--- src/rtl/coherence_bus_ctrl_if.sv ---
// coherence_bus_ctrl_if
//   Bundles every signal between the coherence controller, the two cores'
//   caches and the single-port RAM model.
//   Modports:
//     slave  - the controller: takes cache requests and RAM status,
//              drives waits, fill data, snoop controls and RAM strobes.
//     master - the caches and RAM model: the mirror image of slave.
//   Signals (per-core arrays are indexed by core number):
//     iREN/iaddr -> iwait/iload        instruction word fetch
//     dREN/dWEN/daddr/dstore -> dwait/dload   data block fill / writeback
//     cctrans/ccwrite -> ccwait/ccinv/ccsnoopaddr   snoop handshake
//     ramREN/ramWEN/ramaddr/ramstore <- ramload/ramstate   RAM port
interface coherence_bus_ctrl_if #(
  parameter int CPUS = 2,
  parameter int AW   = 32
);
  // Cache-side requests
  logic [CPUS-1:0]         iREN;
  logic [CPUS-1:0][AW-1:0] iaddr;
  logic [CPUS-1:0]         dREN;
  logic [CPUS-1:0]         dWEN;
  logic [CPUS-1:0][AW-1:0] daddr;
  logic [CPUS-1:0][AW-1:0] dstore;
  logic [CPUS-1:0]         cctrans;
  logic [CPUS-1:0]         ccwrite;

  // Cache-side responses
  logic [CPUS-1:0]         iwait;
  logic [CPUS-1:0][AW-1:0] iload;
  logic [CPUS-1:0]         dwait;
  logic [CPUS-1:0][AW-1:0] dload;
  logic [CPUS-1:0]         ccwait;
  logic [CPUS-1:0]         ccinv;
  logic [CPUS-1:0][AW-1:0] ccsnoopaddr;

  // RAM port
  logic                    ramREN;
  logic                    ramWEN;
  logic [AW-1:0]           ramaddr;
  logic [AW-1:0]           ramstore;
  logic [AW-1:0]           ramload;
  logic [1:0]              ramstate;

  modport slave (
    input  iREN, iaddr, dREN, dWEN, daddr, dstore, cctrans, ccwrite,
    input  ramload, ramstate,
    output iwait, iload, dwait, dload, ccwait, ccinv, ccsnoopaddr,
    output ramREN, ramWEN, ramaddr, ramstore
  );

  modport master (
    output iREN, iaddr, dREN, dWEN, daddr, dstore, cctrans, ccwrite,
    output ramload, ramstate,
    input  iwait, iload, dwait, dload, ccwait, ccinv, ccsnoopaddr,
    input  ramREN, ramWEN, ramaddr, ramstore
  );
endinterface

--- src/rtl/coherence_bus_ctrl.sv ---
// coherence_bus_ctrl
//   Memory-side responder for two snooping data caches and two instruction
//   caches sharing one single-port RAM. One transaction at a time:
//     WB     - two-word writeback from a data cache to RAM
//     SNOOP  - probe the other data cache, then fill the requester either
//              from RAM (RD0/RD1) or cache-to-cache (C2C0/C2C1), in which case
//              the supplied block is also written through to RAM
//     IFETCH - single instruction word from RAM
//   Ports:
//     CLK   - system clock, all state on the rising edge
//     nRST  - asynchronous active-low reset
//     bus   - coherence_bus_ctrl_if.slave (caches + RAM)
//   The state, granted core and round-robin pointer are registered; the bus
//   outputs are decoded from that state together with the live RAM status,
//   because a word completes in the same cycle ramstate reports ACCESS.
module coherence_bus_ctrl (
  input logic                 CLK,
  input logic                 nRST,
  coherence_bus_ctrl_if.slave bus
);

  localparam logic [1:0] RAM_ACCESS = 2'd2;

  typedef enum logic [3:0] {
    IDLE,
    WB,
    SNOOP,
    RESP,
    RD0,
    RD1,
    C2C0,
    C2C1,
    IFETCH
  } state_t;

  state_t state;
  logic   req;    // granted core
  logic   rr;     // core that last completed a data block
  logic   wcnt;   // writeback word counter

  logic   snp;    // snooper is always the other core
  logic   access; // RAM word completes this cycle

  assign snp    = ~req;
  assign access = (bus.ramstate == RAM_ACCESS);

  // Pick one core from a non-empty request vector; on a tie the core that did
  // not finish the last data block wins.
  function automatic logic pick(input logic [1:0] v, input logic last);
    if (v == 2'b11) return ~last;
    return v[1];
  endfunction

  // NOTE: sequential state uses non-blocking assignments so every register
  // samples the pre-edge values, independent of statement order.
  always_ff @(posedge CLK or negedge nRST) begin
    if (!nRST) begin
      state <= IDLE;
      req   <= 1'b0;
      rr    <= 1'b0;
      wcnt  <= 1'b0;
    end else begin
      case (state)
        IDLE: begin
          wcnt <= 1'b0;
          if (|bus.dWEN) begin
            req   <= pick(bus.dWEN, rr);
            state <= WB;
          end else if (|bus.dREN) begin
            req   <= pick(bus.dREN, rr);
            state <= SNOOP;
          end else if (|bus.iREN) begin
            req   <= pick(bus.iREN, rr);
            state <= IFETCH;
          end
        end

        WB: begin
          if (access) begin
            if (wcnt) begin
              wcnt  <= 1'b0;
              rr    <= req;
              state <= IDLE;
            end else begin
              wcnt  <= 1'b1;
            end
          end
        end

        // The snooper gets one full cycle to look up its tags before its
        // answer is sampled in RESP.
        SNOOP: state <= RESP;

        RESP: state <= bus.cctrans[snp] ? C2C0 : RD0;

        RD0: if (access) state <= RD1;

        RD1: begin
          if (access) begin
            rr    <= req;
            state <= IDLE;
          end
        end

        C2C0: if (access) state <= C2C1;

        C2C1: begin
          if (access) begin
            rr    <= req;
            state <= IDLE;
          end
        end

        IFETCH: if (access) state <= IDLE;

        default: state <= IDLE;
      endcase
    end
  end

  // NOTE: every output gets its idle value first, so no path through the case
  // leaves one unassigned and no latch is inferred.
  always_comb begin
    bus.iwait       = 2'b11;
    bus.dwait       = 2'b11;
    bus.iload       = '0;
    bus.dload       = '0;
    bus.ccwait      = 2'b00;
    bus.ccinv       = 2'b00;
    bus.ccsnoopaddr = '0;
    bus.ramREN      = 1'b0;
    bus.ramWEN      = 1'b0;
    bus.ramaddr     = '0;
    bus.ramstore    = '0;

    case (state)
      WB: begin
        bus.ramWEN     = 1'b1;
        bus.ramaddr    = bus.daddr[req];
        bus.ramstore   = bus.dstore[req];
        bus.dwait[req] = ~access;
      end

      SNOOP, RESP: begin
        bus.ccwait[snp]      = 1'b1;
        bus.ccsnoopaddr[snp] = bus.daddr[req];
        bus.ccinv[snp]       = bus.ccwrite[req];
      end

      RD0, RD1: begin
        bus.ccwait[snp] = 1'b1;
        bus.ramREN      = 1'b1;
        bus.ramaddr     = bus.daddr[req];
        bus.dload[req]  = bus.ramload;
        bus.dwait[req]  = ~access;
      end

      // The snooper's block goes to the requester and to RAM in the same
      // cycle, so both caches advance together on each RAM ACCESS.
      C2C0, C2C1: begin
        bus.ccwait[snp] = 1'b1;
        bus.dload[req]  = bus.dstore[snp];
        bus.ramWEN      = 1'b1;
        bus.ramaddr     = bus.daddr[req];
        bus.ramstore    = bus.dstore[snp];
        bus.dwait[req]  = ~access;
        bus.dwait[snp]  = ~access;
      end

      IFETCH: begin
        bus.ramREN     = 1'b1;
        bus.ramaddr    = bus.iaddr[req];
        bus.iload[req] = bus.ramload;
        bus.iwait[req] = ~access;
      end

      default: ;
    endcase
  end

endmodule
--- src/flat_wrapper.sv ---
// flat-port wrapper written by rule: the top's interface ports become plain ports
module coherence_bus_ctrl_flat 
  (CLK, nRST, bus_iREN, bus_iaddr, bus_dREN, bus_dWEN, bus_daddr, bus_dstore, bus_cctrans, bus_ccwrite, bus_ramload, bus_ramstate, bus_iwait, bus_iload, bus_dwait, bus_dload, bus_ccwait, bus_ccinv, bus_ccsnoopaddr, bus_ramREN, bus_ramWEN, bus_ramaddr, bus_ramstore);
  coherence_bus_ctrl_if bus_i ();
  input logic CLK;
  input logic nRST;
  input wire logic [$bits(bus_i.iREN)-1:0] bus_iREN;
  input wire logic [$bits(bus_i.iaddr)-1:0] bus_iaddr;
  input wire logic [$bits(bus_i.dREN)-1:0] bus_dREN;
  input wire logic [$bits(bus_i.dWEN)-1:0] bus_dWEN;
  input wire logic [$bits(bus_i.daddr)-1:0] bus_daddr;
  input wire logic [$bits(bus_i.dstore)-1:0] bus_dstore;
  input wire logic [$bits(bus_i.cctrans)-1:0] bus_cctrans;
  input wire logic [$bits(bus_i.ccwrite)-1:0] bus_ccwrite;
  input wire logic [$bits(bus_i.ramload)-1:0] bus_ramload;
  input wire logic [$bits(bus_i.ramstate)-1:0] bus_ramstate;
  output wire logic [$bits(bus_i.iwait)-1:0] bus_iwait;
  output wire logic [$bits(bus_i.iload)-1:0] bus_iload;
  output wire logic [$bits(bus_i.dwait)-1:0] bus_dwait;
  output wire logic [$bits(bus_i.dload)-1:0] bus_dload;
  output wire logic [$bits(bus_i.ccwait)-1:0] bus_ccwait;
  output wire logic [$bits(bus_i.ccinv)-1:0] bus_ccinv;
  output wire logic [$bits(bus_i.ccsnoopaddr)-1:0] bus_ccsnoopaddr;
  output wire logic [$bits(bus_i.ramREN)-1:0] bus_ramREN;
  output wire logic [$bits(bus_i.ramWEN)-1:0] bus_ramWEN;
  output wire logic [$bits(bus_i.ramaddr)-1:0] bus_ramaddr;
  output wire logic [$bits(bus_i.ramstore)-1:0] bus_ramstore;
  assign bus_i.iREN = bus_iREN;
  assign bus_i.iaddr = bus_iaddr;
  assign bus_i.dREN = bus_dREN;
  assign bus_i.dWEN = bus_dWEN;
  assign bus_i.daddr = bus_daddr;
  assign bus_i.dstore = bus_dstore;
  assign bus_i.cctrans = bus_cctrans;
  assign bus_i.ccwrite = bus_ccwrite;
  assign bus_i.ramload = bus_ramload;
  assign bus_i.ramstate = bus_ramstate;
  assign bus_iwait = bus_i.iwait;
  assign bus_iload = bus_i.iload;
  assign bus_dwait = bus_i.dwait;
  assign bus_dload = bus_i.dload;
  assign bus_ccwait = bus_i.ccwait;
  assign bus_ccinv = bus_i.ccinv;
  assign bus_ccsnoopaddr = bus_i.ccsnoopaddr;
  assign bus_ramREN = bus_i.ramREN;
  assign bus_ramWEN = bus_i.ramWEN;
  assign bus_ramaddr = bus_i.ramaddr;
  assign bus_ramstore = bus_i.ramstore;
  coherence_bus_ctrl u_core (.CLK(CLK), .nRST(nRST), .bus(bus_i));
endmodule
--- config.mk ---
export PLATFORM = sky130hd
export DESIGN_NAME = coherence_bus_ctrl_flat
export DESIGN_NICKNAME = d
export VERILOG_FILES = /design/src/rtl/coherence_bus_ctrl_if.sv /design/src/rtl/coherence_bus_ctrl.sv /design/src/flat_wrapper.sv
export SDC_FILE = /design/constraint.sdc
export NUM_CORES = 1
export LEC_CHECK = 0
export CORE_AREA = 2 2 198 200
export CTS_CLUSTER_SIZE = 12
export DETAILED_ROUTE_END_ITERATION = 7
export DIE_AREA = 0 0 200 202
export PLACE_DENSITY = 0.42
export SETUP_SLACK_MARGIN = 0.4
export SYNTH_ARGS = -nofsm -noshare
export SYNTH_HDL_FRONTEND = slang
export SYNTH_SLANG_ARGS = --single-unit
export TNS_END_PERCENT = 5
--- constraint.sdc ---
create_clock -name CLK -period 2.6 [get_ports CLK]
set_input_delay 0.78 -clock CLK [delete_from_list [all_inputs] [get_ports CLK]]
set_output_delay 0.78 -clock CLK [all_outputs]
set_load 0.01 [all_outputs]
==> results of run 1 <==
==> cells in the final DEF, fill, tap and decap left out, types with 5 or more instances in the layout <==
master / netlist / layout
clkdlybuf4s50_1: 0 / 216
buf_2: 37 / 124
buf_6: 7 / 122
and2_4: 0 / 82
a22o_1: 64 / 63
mux2i_1: 67 / 62
buf_4: 2 / 56
and2_1: 132 / 50
nor2_1: 43 / 38
a221oi_2: 0 / 36
buf_12: 0 / 32
a221oi_1: 64 / 26
clkbuf_2: 0 / 24
dlygate4sd2_1: 0 / 20
o22ai_2: 0 / 17
o22ai_1: 33 / 13
nand2_1: 11 / 10
buf_16: 0 / 9
clkdlybuf4s15_2: 0 / 7
dlymetal6s2s_1: 0 / 6
dfrtp_1: 7 / 6
o21ai_0: 5 / 5
==> sequential cells by signal (all words and copies together) (netlist names) <==
signal	cells
u_core.req	1
u_core.wcnt	1
u_core.state	4
u_core.rr	1
==> power breakdown <==
group	internal (uW)	switching, uW
sequential	161	60.7
combinational	3820	3920
clock	204	57.3
==> cells in the mapped netlist <==
cell type,number
a21boi_0,2
a21o_1,1
a21oi_1,3
a21oi_2,1
a221oi_1,64
a22o_1,64
a32o_1,1
and2_1,132
buf_1,1
buf_2,37
buf_4,2
buf_6,7
clkbuf_1,17
dfrtp_1,7
inv_1,1
mux2i_1,67
nand2_1,11
nand2b_1,5
nand3b_1,1
nor2_1,43
nor2_8,2
nor2b_1,5
nor3_1,4
nor4_1,1
o211ai_1,1
o21ai_0,5
o21bai_1,1
o22ai_1,33
o2bb2ai_1,1
o32ai_1,1
or3b_2,1
or4_1,1
or4b_1,1
==> repair_timing <==
item                       4_1_cts  5_1_grt
buffers inserted                32        3
setup endpoints to repair      266      266
pin swaps                       25       53
gates resized for setup        891      432
cloned                          11        1
hold endpoints to repair         0        0
==> final cells by class <==
type	count	area, um^2
repair buffers	624	6050
inverters	1	11.3
clock buffers	4	78.8
multi-input cells	452	4070
well taps	518	648
flip-flops and latches	7	179
fillers	4146	27200
==> critical path, delay by kind of cell (launching register included) <==
family	cells	cell delay [ns]
buffers and inverters	5	0.57
flip-flops	1	0.38
AND/OR/NAND/NOR	3	0.84
==> per-layer routing <==
| metal | routed length, um | global-route usage [%] | vias to the layer above | share of wire, % |
|---|---|---|---|---|
| li1 | - | - | 3162 | - |
| met1 | 12500 | 17.6 | 3166 | 37 |
| met2 | 17300 | 29.5 | 342 | 52 |
| met3 | 2910 | 3.60 | 36 | 8.6 |
| met4 | 899 | 3.07 | 4 | 2.7 |
| met5 | 23 | 0 | - | 0.068 |
==> cell families after synthesis <==
family	after synthesis	share of synthesized area [%]
buf+inv	65	9.15
flops	7	4.58
simple gates	207	31.1
mux	67	17.5
compound gates	178	37.6
==> how the worst max path moves through the flow <==
| stage | from | end | slack, ns | depth (start not counted) |
|---|---|---|---|---|
| after global placement | bus_iaddr[41] | bus_ramaddr[9] | -0.89 | 5 |
| after detailed placement | bus_iaddr[41] | bus_ramaddr[9] | -0.87 | 5 |
| after floorplan | u_core.state[0] | bus_iload[34] | 0.33 | 5 |
| after CTS | u_core.state[2] | bus_iload[3] | -0.29 | 7 |
| after global routing | u_core.state[1] | bus_iload[5] | -0.27 | 8 |
| final | u_core.state[1] | bus_iload[5] | -0.21 | 8 |
==> metrics by stage <==
stage | setup WS (ns) | cell area, um^2 | utilization (%) | std cells
2_1_floorplan | 0.332 | 3970 | - | 524
3_3_place_gp | -0.892 | 10200 | 26.6 | 1555
3_5_place_dp | -0.871 | 10200 | 26.6 | 1555
4_1_cts | -0.294 | 10800 | 28.2 | 1602
5_1_grt | -0.274 | 11000 | 28.8 | 1606
6_report | -0.210 | 11000 | 28.8 | 1606
==> results.json, run 1 <==
{
  "slew_headroom_pct": 72.9,
  "r2r-end": "u_core.req",
  "drive_gt1_share_pct": 50.6,
  "fin_tns_setup_ns": -13.36,
  "cts_root_buffer": "clkbuf_16",
  "syn_to_final_growth_pct": 188,
  "fin_nets": 1327,
  "setup_viol": 123,
  "place_hpwl_um": 25500,
  "hp-start": "u_core.wcnt",
  "die_h_um": 202,
  "power_leakage_uw": 0.00513,
  "ys_ff_latch": 7,
  "cts_tree": "done",
  "vias_per_cell": 4.18,
  "slew_violations": 0,
  "cpMaxStageDelayCell": "or4b_4",
  "power.total_uw": 8230,
  "hold_viol": 0,
  "path_clk_slew_ns": 0.04,
  "syn_inst": 524,
  "grt_pass1_wl_um": 46900,
  "hold_end": "u_core.wcnt",
  "r2r_slack_ns": 0.74,
  "hold_buffers": 0,
  "io_pins": 504,
  "overflow": 0,
  "dieArea_um2": 40400,
  "clock-sinks": 7,
  "fin_ws_ns": -0.210,
  "routed_wirelength_um": 33700,
  "worst_path_most_repeated_cell": "buf_6",
  "wl_per_cell_um": 21.0,
  "synth.avg_cell_area_um2": 7.31,
  "drc": 0,
  "status": "finished with violations",
  "worstRegToRegCells": 6,
  "placementRows": 72,
  "max_cap_viol_count": 0,
  "antenna_found_initial": 2,
  "cp_max_fo": 5,
  "period_needed_ns": 2.81,
  "worst_pin_slew_ns": 0.402,
  "yosys.area.top_type_share_pct": 21.6,
  "core_um2": 38300,
  "antenna_left": 0,
  "numCtsBuffers": 3,
  "synth_top_cell_by_area": "and2_1",
  "rr_startpoint": "u_core.state[1]",
  "synthesis.nets": 762,
  "io_buffers": 503,
  "clockBufferDepth": 2,
  "required_ns": 1.82,
  "netlist_area_um2": 3830,
  "initial_core_util_pct": 10.0,
  "grt_start_max_net_pins": 34,
  "fmax_mhz": 356,
  "violations": "setup timing",
  "ys_types": 33,
  "die_w_um": 200,
  "cp.arrival_ns": 2.03,
  "hold_path.class": "reg2reg",
  "startpoint_type": "flip-flop",
  "critical_path_class": "reg2out",
  "period_share_pct": 108,
  "crit_path_max_incr_delay_ns": 0.56,
  "power-per-cell-area_nw_per_um2": 745,
  "end_kind": "output pin",
  "vias": 6710,
  "hold_ws_ns": 0.496,
  "drtIter0Drc": 172,
  "grt.total_usage_pct": 15.6,
  "n_antenna_cell": 0,
  "rsz0062_at_grt": "yes",
  "h-tree-depth": 1,
  "path_cells": "or4b_4 -> buf_6 -> nor2_8 -> buf_6 -> buf_12 -> buf_16 -> and2_4 -> buf_6",
  "ys_seq_area_share_pct": 4.58,
  "place_congestion": 0.829,
  "firstDrtPassIters": 4,
  "insertion_delay_ns": 0.23,
  "ir_worst_vdd_uv": 484,
  "hold_depth": 1,
  "synth.area.top_cells": "and2_1 (22%), mux2i_1 (18%), a221oi_1 (15%)",
  "grt_pass1_vias": 7007,
  "ys_warn_count": 0,
  "fin_skew_ns": 0.000522
}
(Power assumes the default switching activity.)
==> run 2, diff against run 1 <==
--- a/config.mk
+++ b/config.mk
@@ -5,10 +5,10 @@
 export SDC_FILE = /design/constraint.sdc
 export NUM_CORES = 1
 export LEC_CHECK = 0
-export CORE_AREA = 2 2 198 200
+export CORE_AREA = 2 2 197 199
 export CTS_CLUSTER_SIZE = 12
 export DETAILED_ROUTE_END_ITERATION = 7
-export DIE_AREA = 0 0 200 202
+export DIE_AREA = 0 0 199 201
 export PLACE_DENSITY = 0.42
 export SETUP_SLACK_MARGIN = 0.4
 export SYNTH_ARGS = -nofsm -noshare
==> constraint.sdc (replaced) <==
create_clock -name CLK -period 3.6 [get_ports CLK]
set_input_delay 0.72 -clock CLK [delete_from_list [all_inputs] [get_ports CLK]]
set_output_delay 0.72 -clock CLK [all_outputs]
set_load 0.01 [all_outputs]
==> results.json, run 2 (synthesis results as in run 1) <==
{
  "cp.arrival_ns": 2.42,
  "worst_pin_slew_ns": 0.691,
  "h-tree-depth": 1,
  "status": "completed",
  "numCtsBuffers": 3,
  "slew_headroom_pct": 54.0,
  "grt_pass1_wl_um": 40800,
  "multi_input_area_um2": 3360,
  "antenna_left": 0,
  "insertion_delay_ns": 0.23,
  "slew_violations": 0,
  "hold_viol": 0,
  "seqCellArea_um2": 180,
  "syn_to_final_growth_pct": 151,
  "grt_pass1_vias": 6295,
  "layout_commonest_cell": "clkdlybuf4s50_1",
  "period_share_pct": 87.3,
  "path_clk_slew_ns": 0.03,
  "largest_register": "u_core.state",
  "hold_path.class": "reg2reg",
  "power.total_uw": 5250,
  "end_kind": "output pin",
  "wl_per_cell_um": 19.5,
  "hold_buffers": 0,
  "final_cell_mix": "clkdlybuf4s50_1 (503), and2_1 (130), mux2i_1 (67)",
  "max_cap_viol_count": 0,
  "fin_nets": 1226,
  "place_hpwl_um": 23000,
  "drc": 0,
  "ir_worst_vdd_uv": 454,
  "cts_root_buffer": "clkbuf_16",
  "hold_depth": 1,
  "fin_tns_setup_ns": 0,
  "met1_usage_pct": 15.0,
  "hold_ws_ns": 0.489,
  "cp_max_fo": 20,
  "placementRows": 72,
  "power-per-cell-area_nw_per_um2": 546,
  "rsz0062_at_grt": "yes",
  "setup_viol": 0,
  "vias": 6233,
  "largest_register_ffs": 4,
  "dp.cells": 1500,
  "initial_core_util_pct": 10.0,
  "grt.total_usage_pct": 13.4,
  "drtIter0Drc": 239,
  "startpoint_type": "flip-flop",
  "critical_path_class": "reg2out",
  "routed_wirelength_um": 29300,
  "fin_cells": 1505,
  "pre_cts_slack_ns": 0.455,
  "fill_cells": 4178,
  "fin_ws_ns": 0.459,
  "fmax_mhz": 318,
  "dieArea_um2": 40000,
  "antenna_found_initial": 0,
  "n_antenna_cell": 0,
  "die_w_um": 199,
  "drive_gt1_share_pct": 4.36,
  "period_needed_ns": 3.14,
  "fin_skew_ns": 0.00109,
  "die_h_um": 201,
  "place_congestion": 0.813,
  "io_pins": 504,
  "clockBufferDepth": 2,
  "grt_start_max_net_pins": 100,
  "overflow": 0,
  "vias_per_cell": 4.14,
  "power_leakage_uw": 0.00359,
  "grt_use_met2_pct": 25.5,
  "clock-sinks": 7,
  "required_ns": 2.88,
  "io_buffers": 503,
  "grt_use_met3_pct": 2.67,
  "core_um2": 38100,
  "firstDrtPassIters": 4,
  "worstRegToRegCells": 4,
  "top_usage_layer": "met2",
  "cts_tree": "done"
}
## run 2: final cells by class
type,count,area share [%]
sequential,7,1.87
inverter,1,0.0390
tap,518,6.74
timing repair buffer,523,55.6
clock buffer,4,0.820
multi-input combinational,452,34.9
## run 2: path summary, 6_finish.rpt
| kind | startpoint | end | slack [ns] |
|---|---|---|---|
| worst max register to register | u_core.req | u_core.state[1] | 1.86 |
| min in group asynchronous | nRST | u_core.state[1] | 0.77 |
| worst min-delay path | u_core.wcnt | u_core.wcnt | 0.49 |
| worst min register to register | u_core.wcnt | u_core.wcnt | 0.49 |
| max in group asynchronous | nRST | u_core.req | 2.54 |
| worst max-delay path | u_core.state[0] | bus_iload[4] | 0.46 |
## run 2: worst max-delay path, stage by stage (launching register included)
cell	delay, ns
dfrtp_1	0.45
or4b_4	0.63
nor2_8	0.24
buf_12	0.20
and2_1	0.14
clkdlybuf4s50_1	0.54
## run 2: routing by layer
metal,up-vias,wire [um]
met5,-,0
met4,0,673
met3,26,2160
met2,318,15100
met1,2942,11400
li1,2947,-
## run 2: timing repair
item / 4_1_cts / 5_1_grt
resized for setup: 2 / 10
gates cloned: 0 / 1
buffers inserted: 0 / 0
endpoints found under the setup margin: 189 / 150
## run 2: through the flow
stage	cell area, um^2	utilization, %
finish	9620	25.2
global route	9620	25.2
CTS	9560	25.1
detailed placement	9470	24.9
global placement	9470	24.9
floorplan	3830	-
## run 2: where the power goes
| group | leakage, uW | switching, uW | internal (uW) |
|---|---|---|---|
| sequential | 0.0000850 | 59.2 | 116 |
| clock | 0.0000382 | 38.2 | 147 |
| combinational | 0.00347 | 2360 | 2530 |
